### config.mk
export PLATFORM = sky130hd
export DESIGN_NAME = cvita_pkt_parser
export DESIGN_NICKNAME = d
export VERILOG_FILES = /design/src/rtl/cvita_pkt_parser.sv
export SDC_FILE = /design/constraint.sdc
export NUM_CORES = 1
export LEC_CHECK = 0
export ABC_AREA = 1
export CORE_AREA = 2 2 152 154
export DETAILED_ROUTE_END_ITERATION = 8
export DIE_AREA = 0 0 154 156
export DONT_BUFFER_PORTS = 1
export REMOVE_ABC_BUFFERS = 1
export SLEW_MARGIN = 20
export SYNTH_ARGS = -nofsm -noshare
export SYNTH_HDL_FRONTEND = slang
export SYNTH_SLANG_ARGS = --single-unit
### constraint.sdc
create_clock -name clk -period 3.25 [get_ports clk]
set_input_delay 0.8125 -clock clk [delete_from_list [all_inputs] [get_ports clk]]
set_output_delay 0.8125 -clock clk [all_outputs]
set_load 0.005 [all_outputs]
### src/rtl/cvita_pkt_parser.sv
// cvita_pkt_parser: CHDR receive-side parser on a 64-bit AXI-Stream.
// Strips the header word (and timestamp word when has_time=1), forwards the
// payload with zero latency, and presents {header, timestamp} on o_hdr.
// Header layout used: [63:62] pkt_type, [61] has_time, [47:32] length (bytes).
// Optional statistics counters are enabled by defining CVITA_PKT_PARSER_STATS_EN.
module cvita_pkt_parser #(
   parameter logic [3:0] PASS_TYPES = 4'b1111,
   parameter int         CNT_W      = 16
) (
   input  logic         clk,
   input  logic         reset,
   input  logic [63:0]  i_tdata,
   input  logic         i_tlast,
   input  logic         i_tvalid,
   output logic         i_tready,
   output logic [63:0]  o_tdata,
   output logic         o_tlast,
   output logic         o_tvalid,
   input  logic         o_tready,
   output logic [127:0] o_hdr,
   output logic         o_hdr_only,
   output logic         err_len,
   output logic         err_trunc,
   input  logic         stat_clear,
   output logic [31:0]  stat_pkts,
   output logic [31:0]  stat_words,
   output logic [63:0]  stat_xor
);

   typedef enum logic [1:0] {
      ST_HDR  = 2'd0,
      ST_TIME = 2'd1,
      ST_BODY = 2'd2,
      ST_DROP = 2'd3
   } state_t;

   state_t             state_q, state_d;
   logic [CNT_W-1:0]   cnt_q, cnt_d;
   logic [127:0]       hdr_q, hdr_d;
   logic               hdr_only_q, hdr_only_d;
   logic               err_len_q, err_len_d;
   logic               err_trunc_q, err_trunc_d;
   logic               rdy_s, vld_s, last_s;
   logic               pkt_done_s, body_xfer_s;
   logic [CNT_W-1:0]   cnt_inc_s;
   logic [1:0]         in_type_s;
   logic               in_time_s;

   // Saturating increment: a counter that has reached all-ones stays there.
   function automatic logic [CNT_W-1:0] sat_inc(input logic [CNT_W-1:0] v);
      if (&v) begin
         sat_inc = v;
      end else begin
         sat_inc = v + {{(CNT_W-1){1'b0}}, 1'b1};
      end
   endfunction

   // Length is good when it equals 8*beats or 8*beats-4; a saturated count is never good.
   function automatic logic len_bad(input logic [15:0] len, input logic [CNT_W-1:0] cnt);
      logic [CNT_W+18:0] len_x;
      logic [CNT_W+18:0] bytes_x;
      len_x   = {{(CNT_W+3){1'b0}}, len};
      bytes_x = {16'd0, cnt, 3'b000};
      len_bad = (&cnt) | ((len_x != bytes_x) &
                          (len_x != (bytes_x - {{(CNT_W+16){1'b0}}, 3'd4})));
   endfunction

   assign cnt_inc_s = sat_inc(cnt_q);
   assign in_type_s = i_tdata[63:62];
   assign in_time_s = i_tdata[61];

   // Next-state, counter, header latch and handshake decode.
   always_comb begin
      state_d     = state_q;
      cnt_d       = cnt_q;
      hdr_d       = hdr_q;
      hdr_only_d  = 1'b0;
      err_len_d   = 1'b0;
      err_trunc_d = 1'b0;
      rdy_s       = 1'b0;
      vld_s       = 1'b0;
      last_s      = 1'b0;
      pkt_done_s  = 1'b0;
      body_xfer_s = 1'b0;
      case (state_q)
         ST_HDR: begin
            rdy_s = 1'b1;
            if (i_tvalid) begin
               hdr_d = {i_tdata, 64'd0};
               cnt_d = {{(CNT_W-1){1'b0}}, 1'b1};
               if (!PASS_TYPES[in_type_s]) begin
                  state_d = i_tlast ? ST_HDR : ST_DROP;
               end else if (in_time_s) begin
                  if (i_tlast) begin
                     err_trunc_d = 1'b1;
                     state_d     = ST_HDR;
                  end else begin
                     state_d = ST_TIME;
                  end
               end else if (i_tlast) begin
                  hdr_only_d = 1'b1;
                  err_len_d  = len_bad(i_tdata[47:32], {{(CNT_W-1){1'b0}}, 1'b1});
                  pkt_done_s = 1'b1;
                  state_d    = ST_HDR;
               end else begin
                  state_d = ST_BODY;
               end
            end else begin
               state_d = ST_HDR;
            end
         end
         ST_TIME: begin
            rdy_s = 1'b1;
            if (i_tvalid) begin
               hdr_d[63:0] = i_tdata;
               cnt_d       = cnt_inc_s;
               if (i_tlast) begin
                  hdr_only_d = 1'b1;
                  err_len_d  = len_bad(hdr_q[111:96], cnt_inc_s);
                  pkt_done_s = 1'b1;
                  state_d    = ST_HDR;
               end else begin
                  state_d = ST_BODY;
               end
            end else begin
               state_d = ST_TIME;
            end
         end
         ST_BODY: begin
            rdy_s  = o_tready;
            vld_s  = i_tvalid;
            last_s = i_tlast;
            if (i_tvalid && o_tready) begin
               cnt_d       = cnt_inc_s;
               body_xfer_s = 1'b1;
               if (i_tlast) begin
                  err_len_d  = len_bad(hdr_q[111:96], cnt_inc_s);
                  pkt_done_s = 1'b1;
                  state_d    = ST_HDR;
               end else begin
                  state_d = ST_BODY;
               end
            end else begin
               state_d = ST_BODY;
            end
         end
         ST_DROP: begin
            rdy_s = 1'b1;
            if (i_tvalid && i_tlast) begin
               state_d = ST_HDR;
            end else begin
               state_d = ST_DROP;
            end
         end
         default: begin
            state_d = ST_HDR;
         end
      endcase
   end

   // State, counter, header and pulse registers; reset abandons any packet in flight.
   always_ff @(posedge clk) begin
      if (reset) begin
         state_q     <= ST_HDR;
         cnt_q       <= {CNT_W{1'b0}};
         hdr_q       <= 128'd0;
         hdr_only_q  <= 1'b0;
         err_len_q   <= 1'b0;
         err_trunc_q <= 1'b0;
      end else begin
         state_q     <= state_d;
         cnt_q       <= cnt_d;
         hdr_q       <= hdr_d;
         hdr_only_q  <= hdr_only_d;
         err_len_q   <= err_len_d;
         err_trunc_q <= err_trunc_d;
      end
   end

   // Handshake is masked during the reset cycle so nothing is accepted or offered.
   assign i_tready   = rdy_s  & ~reset;
   assign o_tvalid   = vld_s  & ~reset;
   assign o_tlast    = last_s & ~reset;
   assign o_tdata    = i_tdata;
   assign o_hdr      = hdr_q;
   assign o_hdr_only = hdr_only_q;
   assign err_len    = err_len_q;
   assign err_trunc  = err_trunc_q;

`ifdef CVITA_PKT_PARSER_STATS_EN
   logic [31:0] stat_pkts_q, stat_words_q;
   logic [63:0] stat_xor_q;

   // Forwarded-traffic statistics; clear takes priority over a same-cycle update.
   always_ff @(posedge clk) begin
      if (reset || stat_clear) begin
         stat_pkts_q  <= 32'd0;
         stat_words_q <= 32'd0;
         stat_xor_q   <= 64'd0;
      end else begin
         if (pkt_done_s) begin
            stat_pkts_q <= stat_pkts_q + 32'd1;
         end else begin
            stat_pkts_q <= stat_pkts_q;
         end
         if (body_xfer_s) begin
            stat_words_q <= stat_words_q + 32'd1;
            stat_xor_q   <= stat_xor_q ^ i_tdata;
         end else begin
            stat_words_q <= stat_words_q;
            stat_xor_q   <= stat_xor_q;
         end
      end
   end

   assign stat_pkts  = stat_pkts_q;
   assign stat_words = stat_words_q;
   assign stat_xor   = stat_xor_q;
`else
   logic unused_stats_s;
   assign unused_stats_s = ^{stat_clear, pkt_done_s, body_xfer_s};
   assign stat_pkts  = 32'd0;
   assign stat_words = 32'd0;
   assign stat_xor   = 64'd0;
`endif

endmodule

======== Word-level counts from Yosys, hierarchy flattened ========
Cells that the tools add are included.
operators by class
  $add $sub $neg .......................... 2
  $mul .................................... 0
  div/mod/pow operators ................... 0
  order comparisons ....................... 1
  equal/unequal tests ..................... 10
  shift operators ......................... 0
  muxes and demuxes ....................... 37
  bitwise logic cells ..................... 11
  reductions and logical operators ........ 12
operators by type and width
  cell                     number
  $mux W64                 2
  $pmux W64 S2             1
  $mux W16                 4
  $pmux W16 S3             1
  $ne A16 B35 Y1           1
  $reduce_and A16 Y1       2
  $sub A19 B3 Y20 const B  1
  $ne A16 B19 Y1           1
  $add A16 B1 Y16 const B  1
  $mux W1                  16
  $mux W2                  8
  $ne A16 B3 Y1 const B    1
  $ne A16 B4 Y1 const B    1
  $pmux W2 S4              1
  $ne A2 B2 Y1 const B     3
  $and A1 B1 Y1            5
  $not A1 Y1               5
  $reduce_or A5 Y1         1
  $eq A2 B2 Y1 const B     2
  $pmux W1 S2              2
  $reduce_and A4 Y1        1
  $lt A2 B3 Y1 const B     1
  $pmux W1 S3              1
  $reduce_and A3 Y1        1
  9 further kinds          10
storage, ports and cells
  flip-flop bits (word level) ............. 149
  bits in latches ......................... 0
  bits in writable memories ............... 0
  ROM bits ................................ 0
  input port bits ......................... 70
  output and inout port bits .............. 326
  word-level logic and storage cells ...... 80
  memories kept ........................... 0

======== Logic depth before layout (Yosys ltp) ========
Gate-level depths: netlist (run 1).
  depth after elaboration ................. 9
  mapped depth ............................ 22
  depth with buffers taken out ............ 21

======== Worst setup path before layout (run 1) ========
Ideal clock, no wire load.
  path kind ............................... flip-flop to flip-flop
  start ................................... register cnt_q[1]
  end ..................................... register err_len_q, in the netlist err_len
  library setup time ...................... 116 ps
  arrival time ............................ 2,593 ps
  required time ........................... 3,134 ps
  slack ................................... 541 ps
  stages on the path, launching flop included .. 22
  buffers on the path ..................... 1
  clock period less this slack ............ 2,709 ps
  cell sequence ........................... dfxtp_1 -> ha_1 -> inv_1 -> nor2_2 -> nand2_2 -> nor2_4 -> buf_6 -> nand2_2 -> nand2_4 -> inv_1 -> ha_1 -> xnor2_1 -> nor3b_1 -> nand3_1 -> nor2_1 -> nand2_1 -> nor2_1 -> nand2_1 -> nor2_1 -> nand2_1 -> nand3_1 -> a21oi_1
between the ends
  cells in the longest elaborated chain, start to end .. 9
  elaborated cells between the ends (all ways) .. 13
  those cells by class .................... add/sub: 2; eq/ne: 2; mux: 5; bitwise: 2; reduce/logical: 2
ends and longest elaborated chain
  element                                                RTL line  source
  from (decl)                                            38        logic [CNT_W-1:0] cnt_q, cnt_d;
  from (signal assigned)                                 165       cnt_q <= {CNT_W{1'b0}};
  from (signal assigned)                                 172       cnt_q <= cnt_d;
  $add A16 B1 Y16 or $reduce_and A16 Y1 (tied branches)  54, 51
  $mux W16 *                                             51        if (&v) begin
  $sub A19 B3 Y20                                        65        (len_x != (bytes_x - {{(CNT_W+16){1'b0}}, 3'd4})));
  $ne A16 B35 Y1                                         65
  $and A1 B1 Y1                                          64        len_bad = (&cnt) | ((len_x != bytes_x) &
  $or A1 B1 Y1 *                                         64
  $mux W1 *                                              117, 136
  $mux W1 (on tied branches)                             133, 114
  $pmux W1 S3 *                                          85        case (state_q)
  to (signal assigned)                                   175       err_len_q <= err_len_d;
  to (decl)                                              41        logic err_len_q, err_len_d;
Mark *: on every way between the ends. The rest lies on a longest branch, timed or not.
A chain may end at the register's enable or synchronous reset.

======== Final worst setup path (run 1) ========
  start ................................... register cnt_q[0]
  end ..................................... register err_len_q, in the netlist err_len
Same word-level chain as after synthesis.

==> run_results.csv, run 1 <==
group,metric,value,unit
run_status,status,"finished clean",
drt,avgRoutedWirePerCell,17.42,µm
global_routing,grt_max_degree,86,
global_routing,grt_use_total,0.1939,
clocking,clockBufferDepth,2,
global_routing,antenna_found_initial,0,
worst_setup_path,required,3.56,ns
worst_setup_path,slowest_delay,0.41,ns
pwr,ir_drop,0.3642,mV
drt,vias,6898,
floorplanning,core_area,0.02237,mm²
logic_synthesis,syn_area_per_cell,6.993,µm²
logic_synthesis,synth.area.top_cells,"dfxtp_1 36%, buf_4 17%, nand3_1 9.4%",
logic_synthesis,async_flop_share,0,
logic_synthesis,seq_area_frac_synth,0.3584,
flow_run,drv_cap,0,
logic_synthesis,synth.distinct_cells,33,
placed_design,dp_hpwl,17160,µm
drt,drt_wl_total,24280,µm
timing,hold_slack,0.4631,ns
global_routing,grt.overflow.total,0,
clocking,h-tree-depth,4,
drt,first_pass_iters,5,
floorplanning,die_w,154,µm
floorplanning,die_y,156,µm
clocking,cts_sinks,149,
worst_setup_path,crit_slowest_cell,"dfxtp_1",
timing,fin_skew,0.01250,ns
worst_setup_path,crit_buf_inv,2,
clocking,post_cts_buffers,0,
drt,ant_nets,0,
clocking,insertion_delay,0.42,ns
logic_synthesis,synth_edf_count,0,
worst_setup_path,worst-setup-path-type,"reg -> reg",
floorplanning,die-area,0.02402,mm²
timing,worst-slew-pin-transition,0.8059,ns
worst_setup_path,cp-start-kind,"flop",
floorplanning,row_count,55,
timing,rsz0062_at_grt,"false",
clocking,cts-root-buf,"clkbuf_16",
clocking,clk_transition_reported_paths,0.06,ns
timing,period_needed,2.968,ns
cells_and_area,drive_above_1_share,0.07574,
worst_setup_path,worstPathMaxFanout,5,
logic_synthesis,yosysMostFrequentCell,"buf_4",
placed_design,port_buffers,0,
worst_setup_path,endpoint_kind,"flop",
pwr,power_density,528.2,mW/mm²
floorplanning,start_util,0.3721,
pwr,p_leak,3.495,nW
global_routing,grt_pass1_wl,36430,µm
drt,drc,0,
worst_setup_path,crit_family,"simple AND/OR/NAND/NOR gates",
worst_hold_path,worstHoldPathType,"in -> reg",
clocking,cts_buffers,17,
logic_synthesis,syn_inst,1190,
cells_and_area,layout.nets,1174,
floorplanning,num_io_pins,396,
pwr,power,4.341,mW
timing,maxSlewViolCount,0,
worst_setup_path,path_common_cell,"nand2_1",
drt,routed_via_density,4.948,
worst_setup_path,cp.arrival,3.28,ns
cells_and_area,syn_to_final_growth,-1.248,%
timing,period_share,0.9132,
drt,drt_iter0_drc,428,
worst_setup_path,path_cells,"ha_2 > inv_1 > nor2_2 > nand2_2 > nor2_4 > nand2_1 > nand2_2 > inv_2 > ha_1 > xnor2_1 > nor3b_1 > nand3_1 > nor2_1 > nand2_1 > nor2_1 > nand2_1 > nor2_1 > nand2_1 > nand3_1 > a21oi_1",
timing,setup_violations,0,
logic_synthesis,synth_area_leader_cell,"dfxtp_1",
cells_and_area,antenna_cells,0,
placed_design,place.gp.congestion,0.9128,
logic_synthesis,synth_seq_cells,149,
timing,slew_headroom,0.4627,
logic_synthesis,synth_commonest_cells,"193 x buf_4, 167 x nor2_1, 157 x nand3_1",
logic_synthesis,syn_area,0.008322,mm²
clocking,cts_tree,"built",
timing,max_freq,336.9,MHz
logic_synthesis,synth_ff_type,"dfxtp_1",
logic_synthesis,ys_warn_count,0,
global_routing,first_global_vias,6276,
timing,final_hold_viol_count,0,
logic_synthesis,synth_top_area_frac,0.3584,
## power by group
group | switching (mW) | total (mW) | internal, mW
Clock | 0.818 | 2.00 | 1.18
Sequential | 0.0734 | 1.98 | 1.90
Combinational | 0.255 | 0.364 | 0.110
## cells by family (layout without fill, tap and decap cells)
| family | after synthesis | after routing | synth area share |
|---|---|---|---|
| compound gates | 167 | 167 | 0.1013 |
| xor+xnor | 11 | 11 | 0.01158 |
| fa+ha+maj | 7 | 7 | 0.01052 |
| buf+inv | 319 | 111 | 0.2320 |
| flops | 149 | 149 | 0.3584 |
| other cells | 1 | 128 | 0.0004506 |
| simple gates | 536 | 536 | 0.2857 |
## final timing paths
| path | from | end | slack [ns] | cells past startpoint |
|---|---|---|---|---|
| worst max-delay path | cnt_q[0]$_SDFFE_PP0P_ | err_len$_SDFF_PP0_ | 0.28 | 20 |
| worst min-delay path | reset | o_hdr[40]$_SDFFE_PP0P_ | 0.46 | 1 |
| worst max register to register | cnt_q[0]$_SDFFE_PP0P_ | err_len$_SDFF_PP0_ | 0.28 | 20 |
| worst min register to register | o_hdr[8]$_SDFFE_PP0P_ | o_hdr[8]$_SDFFE_PP0P_ | 0.50 | 2 |
## sequential cells by signal, summed over array words and instances (netlist names)
register    cells
o_hdr_only      1
err_trunc       1
cnt_q          16
state_q         2
err_len         1
o_hdr         128
## timing repair
item / CTS / global route
hold buffers: 0 / 0
setup endpoints to repair: 0 / 1
gates resized for setup: 0 / 1
## layout by cell type (no fill, tap or decap), drive strengths merged, types with 2 or more instances in the layout
cell and instances:
ha 7, dfxtp 149, nor2 180, xnor2 3, conb 128, clkinvlp 3
inv 70, o21ai 69, buf 15, bufinv 2, clkinv 2, nor4 4
nand3b 4, nand4 12, nand2 164, a21oi 95, xor2 8, clkbuf 19
nor3 7, nand3 162
## per-stage QoR
| step | worst slack [ns] | cell area, µm² | setup TNS (ns) | cells | util |
|---|---|---|---|---|---|
| 6_report | 0.2820 | 8218 | 0 | 1394 | 0.3674 |
| 5_1_grt | 0.03251 | 8218 | 0 | 1394 | 0.3674 |
| 4_1_cts | 0.2114 | 8215 | 0 | 1394 | 0.3673 |
| 3_5_place_dp | 0.2204 | 7619 | 0 | 1363 | 0.3406 |
| 3_3_place_gp | 0.2824 | 7619 | 0 | 1363 | 0.3406 |
| 2_1_floorplan | -1.213 | 7112 | -80.66 | 1063 | - |
## routing by layer
layer	wire, µm	GRT usage
met1	9610	0.2275
met2	11560	0.3173
met3	2679	0.08639
met4	439	0.06275
met5	0	0
## final cells by class
| class | count | area, µm² |
|---|---|---|
| clock buffer | 19 | 452.9 |
| inverter | 65 | 244.0 |
| clock inverter | 12 | 143.9 |
| sequential | 149 | 2983 |
| timing repair buffer | 15 | 137.6 |
| tap | 285 | 356.6 |
| multi-input combinational | 849 | 3900 |
| fill | 2338 | 14150 |
No activity file was read; power rests on OpenSTA's default activity.
==> run 2, diff against run 1 <==
--- a/config.mk
+++ b/config.mk
@@ -10,6 +10,7 @@
 export DETAILED_ROUTE_END_ITERATION = 8
 export DIE_AREA = 0 0 154 156
 export DONT_BUFFER_PORTS = 1
+export MAX_ROUTING_LAYER = met4
 export REMOVE_ABC_BUFFERS = 1
 export SLEW_MARGIN = 20
 export SYNTH_ARGS = -nofsm -noshare
==> run 2 against run 1 <==
  * Sequential share of layout area rose by 0.25 points
  * First-iteration DRC count rose by 2.3%
  * Sequential power barely moved
  * Fmax fell by 0.34%
  * Via count fell by 0.36%
  * Largest cell class unchanged
  * Total power fell by 4.5%
  * Global-route usage rose by 0.43 points
==> run_results.csv, run 2 (synthesis results as in run 1) <==
group,metric,value,unit
worst_setup_path,path_cells,"ha_1 > inv_1 > nor2_2 > nand2_2 > nor2_4 > nand2_1 > nand2_2 > inv_2 > ha_1 > xnor2_1 > nor3b_1 > nand3_1 > nor2_1 > nand2_1 > nor2_1 > nand2_1 > nor2_1 > nand2_1 > nand3_1 > a21oi_1",
floorplanning,die_y,156,µm
worst_setup_path,path_common_cell,"nand2_1",
pwr,power_density,508.0,mW/mm²
clocking,h-tree-depth,4,
timing,final_hold_viol_count,0,
drt,first_pass_iters,6,
pwr,p_clk_frac,0.435,
worst_setup_path,crit_slowest_cell,"dfxtp_1",
global_routing,antenna_found_initial,0,
clocking,insertion_delay,0.42,ns
global_routing,grt.overflow.total,0,
global_routing,grt_max_degree,86,
clocking,clockBufferDepth,2,
drt,drt_iter0_drc,438,
cells_and_area,final_core_util,0.3649,
timing,maxSlewViolCount,0,
pwr,combinationalPowerShare,0.088,
worst_setup_path,worst-setup-path-type,"reg -> reg",
floorplanning,core_area,0.02237,mm²
worst_setup_path,crit_buf_inv,2,
clocking,cts_sinks,149,
drt,drt_wl_total,24150,µm
cells_and_area,layout.nets,1175,
clocking,cts_tree,"built",
cells_and_area,antenna_cells,0,
clocking,clk_transition_reported_paths,0.06,ns
floorplanning,row_count,55,
timing,rsz0062_at_grt,"false",
clocking,ctsResizeCount,0,
timing,period_share,0.9164,
placed_design,dp_hpwl,17100,µm
worst_setup_path,crit_family,"simple AND/OR/NAND/NOR gates",
worst_hold_path,worstHoldPathType,"in -> reg",
cells_and_area,seqCellArea,0.002983,mm²
clocking,post_cts_buffers,0,
timing,worst-slew-pin-transition,0.6945,ns
pwr,power,4.146,mW
drt,routed_via_density,4.927,
timing,finalSetupTns,0,ns
placed_design,place.gp.congestion,0.8873,
worst_setup_path,slowest_delay,0.40,ns
global_routing,grt_use_total,0.1982,
cells_and_area,syn_to_final_growth,-1.924,%
timing,period_needed,2.978,ns
floorplanning,die_w,154,µm
worst_setup_path,cp-start-kind,"flop",
worst_setup_path,cp.arrival,3.28,ns
clocking,cts_buffers,17,
timing,max_freq,335.8,MHz
cells_and_area,largest_reg_flops,128,
pwr,ir_drop,0.3112,mV
placed_design,port_buffers,0,
drt,ant_nets,0,
floorplanning,start_util,0.3721,
worst_setup_path,required,3.56,ns
global_routing,grt_pass1_wl,36090,µm
drt,avgRoutedWirePerCell,17.31,µm
cells_and_area,multi_input_area,0.003897,mm²
global_routing,first_global_vias,6221,
drt,drc,0,
worst_setup_path,endpoint_kind,"flop",
pwr,p_sw_frac,0.2699,
cells_and_area,n_fill_cell,2331,
pwr,p_int,3.027,mW
flow_run,drv_cap,0,
worst_setup_path,worstPathMaxFanout,5,
timing,slew_headroom,0.5370,
pwr,p_sw,1.119,mW
cells_and_area,drive_above_1_share,0.07477,
floorplanning,die-area,0.02402,mm²
clocking,hold_buffers,0,
timing,fin_skew,0.01711,ns
pwr,p_leak,3.471,nW
pwr,pwr-share-seq,0.477,
run_status,status,"finished clean",
floorplanning,num_io_pins,396,
drt,vias,6873,
clocking,cts-root-buf,"clkbuf_16",
cells_and_area,layout_common_cells,"167 x nor2_1, 157 x nand3_1, 153 x nand2_1",
cells_and_area,final_common_cell,"nor2_1",
timing,setup_violations,0,
==> run 2: changes by cell type in the layout (fill, tap and decap cells not counted) <==
cell	change
bufinv_16	-2
clkinv_4	-1
ha_2	-1
buf_4	+1
ha_1	+1
clkinvlp_4	+2
clkinv_2	+3
inv_6	-3
clkbuf_1	+1
==> run 2: final cells by class <==
type	instances	share of cell area
Sequential cell	149	0.3655
Multi-Input combinational cell	849	0.4775
Clock buffer	20	0.05596
Inverter	65	0.02989
Tap cell	285	0.04369
Timing Repair Buffer	16	0.01778
Clock inverter	11	0.009658
==> run 2: path summary, 6_finish.rpt <==
check / start / end / slack [ns] / depth (start not counted)
max: cnt_q[0]$_SDFFE_PP0P_ / err_len$_SDFF_PP0_ / 0.27 / 20
min: reset / o_hdr[34]$_SDFFE_PP0P_ / 0.47 / 1
max reg2reg: cnt_q[0]$_SDFFE_PP0P_ / err_len$_SDFF_PP0_ / 0.27 / 20
min reg2reg: o_hdr[36]$_SDFFE_PP0P_ / o_hdr[36]$_SDFFE_PP0P_ / 0.50 / 2
==> run 2: per-layer routing <==
| layer | up-vias | part of all wire | GRT usage |
|---|---|---|---|
| li1 | 3352 | - | - |
| met1 | 3147 | 0.39 | 0.2261 |
| met2 | 342 | 0.47 | 0.3133 |
| met3 | 32 | 0.11 | 0.08000 |
| met4 | 0 | 0.027 | 0.07477 |
| met5 | - | 0 | - |
==> run 2: metrics by stage <==
| stage | std cells | area, µm² | hold WS [ns] | setup WS [ns] |
|---|---|---|---|---|
| after floorplan | 1063 | 7112 | 0.4706 | -1.213 |
| after global placement | 1364 | 7626 | 0.4836 | 0.2793 |
| after detailed placement | 1364 | 7626 | 0.4898 | 0.2598 |
| after CTS | 1395 | 8162 | 0.4728 | 0.2514 |
| after global routing | 1395 | 8162 | 0.4449 | 0.02045 |
| final | 1395 | 8162 | 0.4671 | 0.2718 |
==> run 2: power groups by stage <==
stage                     Sequential [mW]  Combinational, mW  Clock [mW]
final                                1.98              0.365        1.80
after global routing                 1.99              0.425        1.92
after CTS                            1.98              0.363        1.84
after detailed placement             2.02              0.363           0
after global placement               2.02              0.359           0
after floorplan                      1.99              0.276           0
==> run 3, diff against run 2 <==
--- a/config.mk
+++ b/config.mk
@@ -10,9 +10,10 @@
 export DETAILED_ROUTE_END_ITERATION = 8
 export DIE_AREA = 0 0 154 156
 export DONT_BUFFER_PORTS = 1
+export GPL_TIMING_DRIVEN = 0
 export MAX_ROUTING_LAYER = met4
 export REMOVE_ABC_BUFFERS = 1
-export SLEW_MARGIN = 20
+export SLEW_MARGIN = 15
 export SYNTH_ARGS = -nofsm -noshare
 export SYNTH_HDL_FRONTEND = slang
 export SYNTH_SLANG_ARGS = --single-unit
==> run 3 against run 2 <==
  * Final cell count down 0.79%
  * Die area unchanged
  * Clock-buffer cell count unchanged
  * Sequential power about the same
  * Total power up 2.0%
  * Non-clock buffer count down 11
  * Utilization up 0.12 points
  * Register-to-register slack about the same
  * Clock skew down 0.00081 ns
  * First-iteration DRC count up 12%
  * Largest cell class unchanged
==> run_results.csv, run 3 (synthesis results as in run 1) <==
group,metric,value,unit
placed_design,place.gp.congestion,0.8997,
floorplanning,row_count,55,
worst_setup_path,worst-setup-path-type,"reg -> reg",
global_routing,grt_max_degree,86,
timing,hold_slack,0.4646,ns
worst_hold_path,worstHoldPathType,"in -> reg",
worst_setup_path,endpoint_kind,"flop",
drt,first_pass_iters,5,
timing,max_freq,337.3,MHz
drt,drc,0,
clocking,clk_transition_reported_paths,0.06,ns
floorplanning,die-area,0.02402,mm²
timing,period_needed,2.964,ns
cells_and_area,largest_reg_flops,128,
clocking,cts_tree,"built",
clocking,cts_buffers,17,
clocking,cts_sinks,149,
timing,final_hold_viol_count,0,
worst_setup_path,crit_family,"simple AND/OR/NAND/NOR gates",
placed_design,dp_hpwl,17130,µm
pwr,ir_drop,0.3001,mV
timing,setup_violations,0,
global_routing,grt_use_total,0.1990,
worst_setup_path,crit_buf_inv,2,
worst_setup_path,crit_slowest_cell,"dfxtp_2",
drt,drt_wl_total,24160,µm
pwr,power_density,516.3,mW/mm²
global_routing,antenna_found_initial,0,
clocking,hold_buffers,0,
worst_setup_path,required,3.57,ns
drt,drt_iter0_drc,491,
cells_and_area,layout.nets,1164,
worst_setup_path,cp.arrival,3.28,ns
placed_design,port_buffers,0,
timing,finalWorstSetupSlack,0.2856,ns
timing,worst-slew-pin-transition,0.8071,ns
clocking,clockBufferDepth,2,
pwr,power,4.228,mW
timing,period_share,0.9121,
worst_setup_path,slowest_delay,0.39,ns
worst_setup_path,path_cells,"ha_4 > inv_1 > nor2_2 > nand2_2 > nor2_4 > nand2_1 > nand2_2 > inv_2 > ha_1 > xnor2_1 > nor3b_1 > nand3_1 > nor2_1 > nand2_1 > nor2_1 > nand2_1 > nor2_1 > nand2_1 > nand3_1 > a21oi_1",
floorplanning,num_io_pins,396,
drt,avgRoutedWirePerCell,17.45,µm
clocking,insertion_delay,0.42,ns
cells_and_area,antenna_cells,0,
drt,routed_via_density,4.976,
cells_and_area,n_fill_cell,2340,
worst_setup_path,worstPathMaxFanout,5,
global_routing,grt.overflow.total,0,
clocking,h-tree-depth,4,
timing,slew_headroom,0.4619,
run_status,status,"finished clean",
flow_run,drv_cap,0,
drt,vias,6887,
floorplanning,die_w,154,µm
floorplanning,die_y,156,µm
cells_and_area,syn_to_final_growth,-1.609,%
placed_design,pre_cts_ws,-0.2625,ns
worst_setup_path,path_common_cell,"nand2_1",
cells_and_area,drive_above_1_share,0.07006,
clocking,cts-root-buf,"clkbuf_16",
global_routing,first_global_vias,6317,
drt,ant_nets,0,
cells_and_area,layout_common_cells,"165 x nor2_1, 157 x nand3_1, 153 x nand2_1",
pwr,p_leak,3.471,nW
global_routing,grt_pass1_wl,36090,µm
worst_setup_path,cp-start-kind,"flop",
timing,maxSlewViolCount,0,
floorplanning,start_util,0.3721,
cells_and_area,final_common_cell,"nor2_1",
floorplanning,core_area,0.02237,mm²
timing,rsz0062_at_grt,"true",
timing,fin_skew,0.01630,ns
==> run 3: final cells by class <==
type | instances | area [µm²] | area share
clock inverters | 11 | 102.6 | 0.01253
inverters | 65 | 244.0 | 0.02980
flip-flops and latches | 149 | 2985 | 0.3646
clock buffers | 20 | 456.7 | 0.05578
well taps | 285 | 356.6 | 0.04355
repair buffers | 5 | 102.6 | 0.01253
multi-input cells | 849 | 3940 | 0.4812
==> run 3: timing repair <==
action	4_1_cts	5_1_grt
buffers inserted	1	0
pin swaps	1	0
resized for setup	1	7
setup endpoints to repair	17	2
cloned	0	0
==> run 3: worst register-to-register path: stages (launching register included) <==
cell	delay (ns)
dfxtp_2	0.39
ha_4	0.19
inv_1	0.06
nor2_2	0.20
nand2_2	0.12
nor2_4	0.16
nand2_1	0.10
nand2_2	0.11
inv_2	0.07
ha_1	0.30
xnor2_1	0.13
nor3b_1	0.18
nand3_1	0.10
nor2_1	0.18
nand2_1	0.08
nor2_1	0.10
nand2_1	0.06
nor2_1	0.12
nand2_1	0.08
nand3_1	0.09
a21oi_1	0.07
==> run 3: metrics by stage <==
step / utilization / instances / TNS (ns) / cell area (µm²)
2_1_floorplan: - / 1063 / -80.66 / 7112
3_3_place_gp: 0.3339 / 1348 / -430.09 / 7468
3_5_place_dp: 0.3394 / 1352 / -3.629 / 7591
4_1_cts: 0.3649 / 1384 / 0 / 8160
5_1_grt: 0.3661 / 1384 / -0.003505 / 8188
6_report: 0.3661 / 1384 / 0 / 8188
==> run 3: final timing paths <==
path | start | cells after the start | slack [ns] | endpoint
setup / recovery | cnt_q[0]$_SDFFE_PP0P_ | 20 | 0.29 | err_len$_SDFF_PP0_
hold / removal | reset | 1 | 0.46 | o_hdr[40]$_SDFFE_PP0P_
setup reg to reg | cnt_q[0]$_SDFFE_PP0P_ | 20 | 0.29 | err_len$_SDFF_PP0_
hold reg to reg | o_hdr[22]$_SDFFE_PP0P_ | 2 | 0.50 | o_hdr[22]$_SDFFE_PP0P_
==> run 3: power breakdown <==
part	switching, mW	internal [mW]
clock network	0.790	1.09
registers	0.0748	1.90
logic	0.257	0.112
total	1.12	3.11
==> run 3: per-layer routing <==
| metal | global-route usage | routed length (µm) | vias to the layer above |
|---|---|---|---|
| met5 | - | 0 | - |
| met1 | 0.2257 | 9486 | 3183 |
| met2 | 0.3180 | 11440 | 333 |
| li1 | - | - | 3331 |
| met4 | 0.07922 | 692 | 0 |
| met3 | 0.07556 | 2540 | 40 |
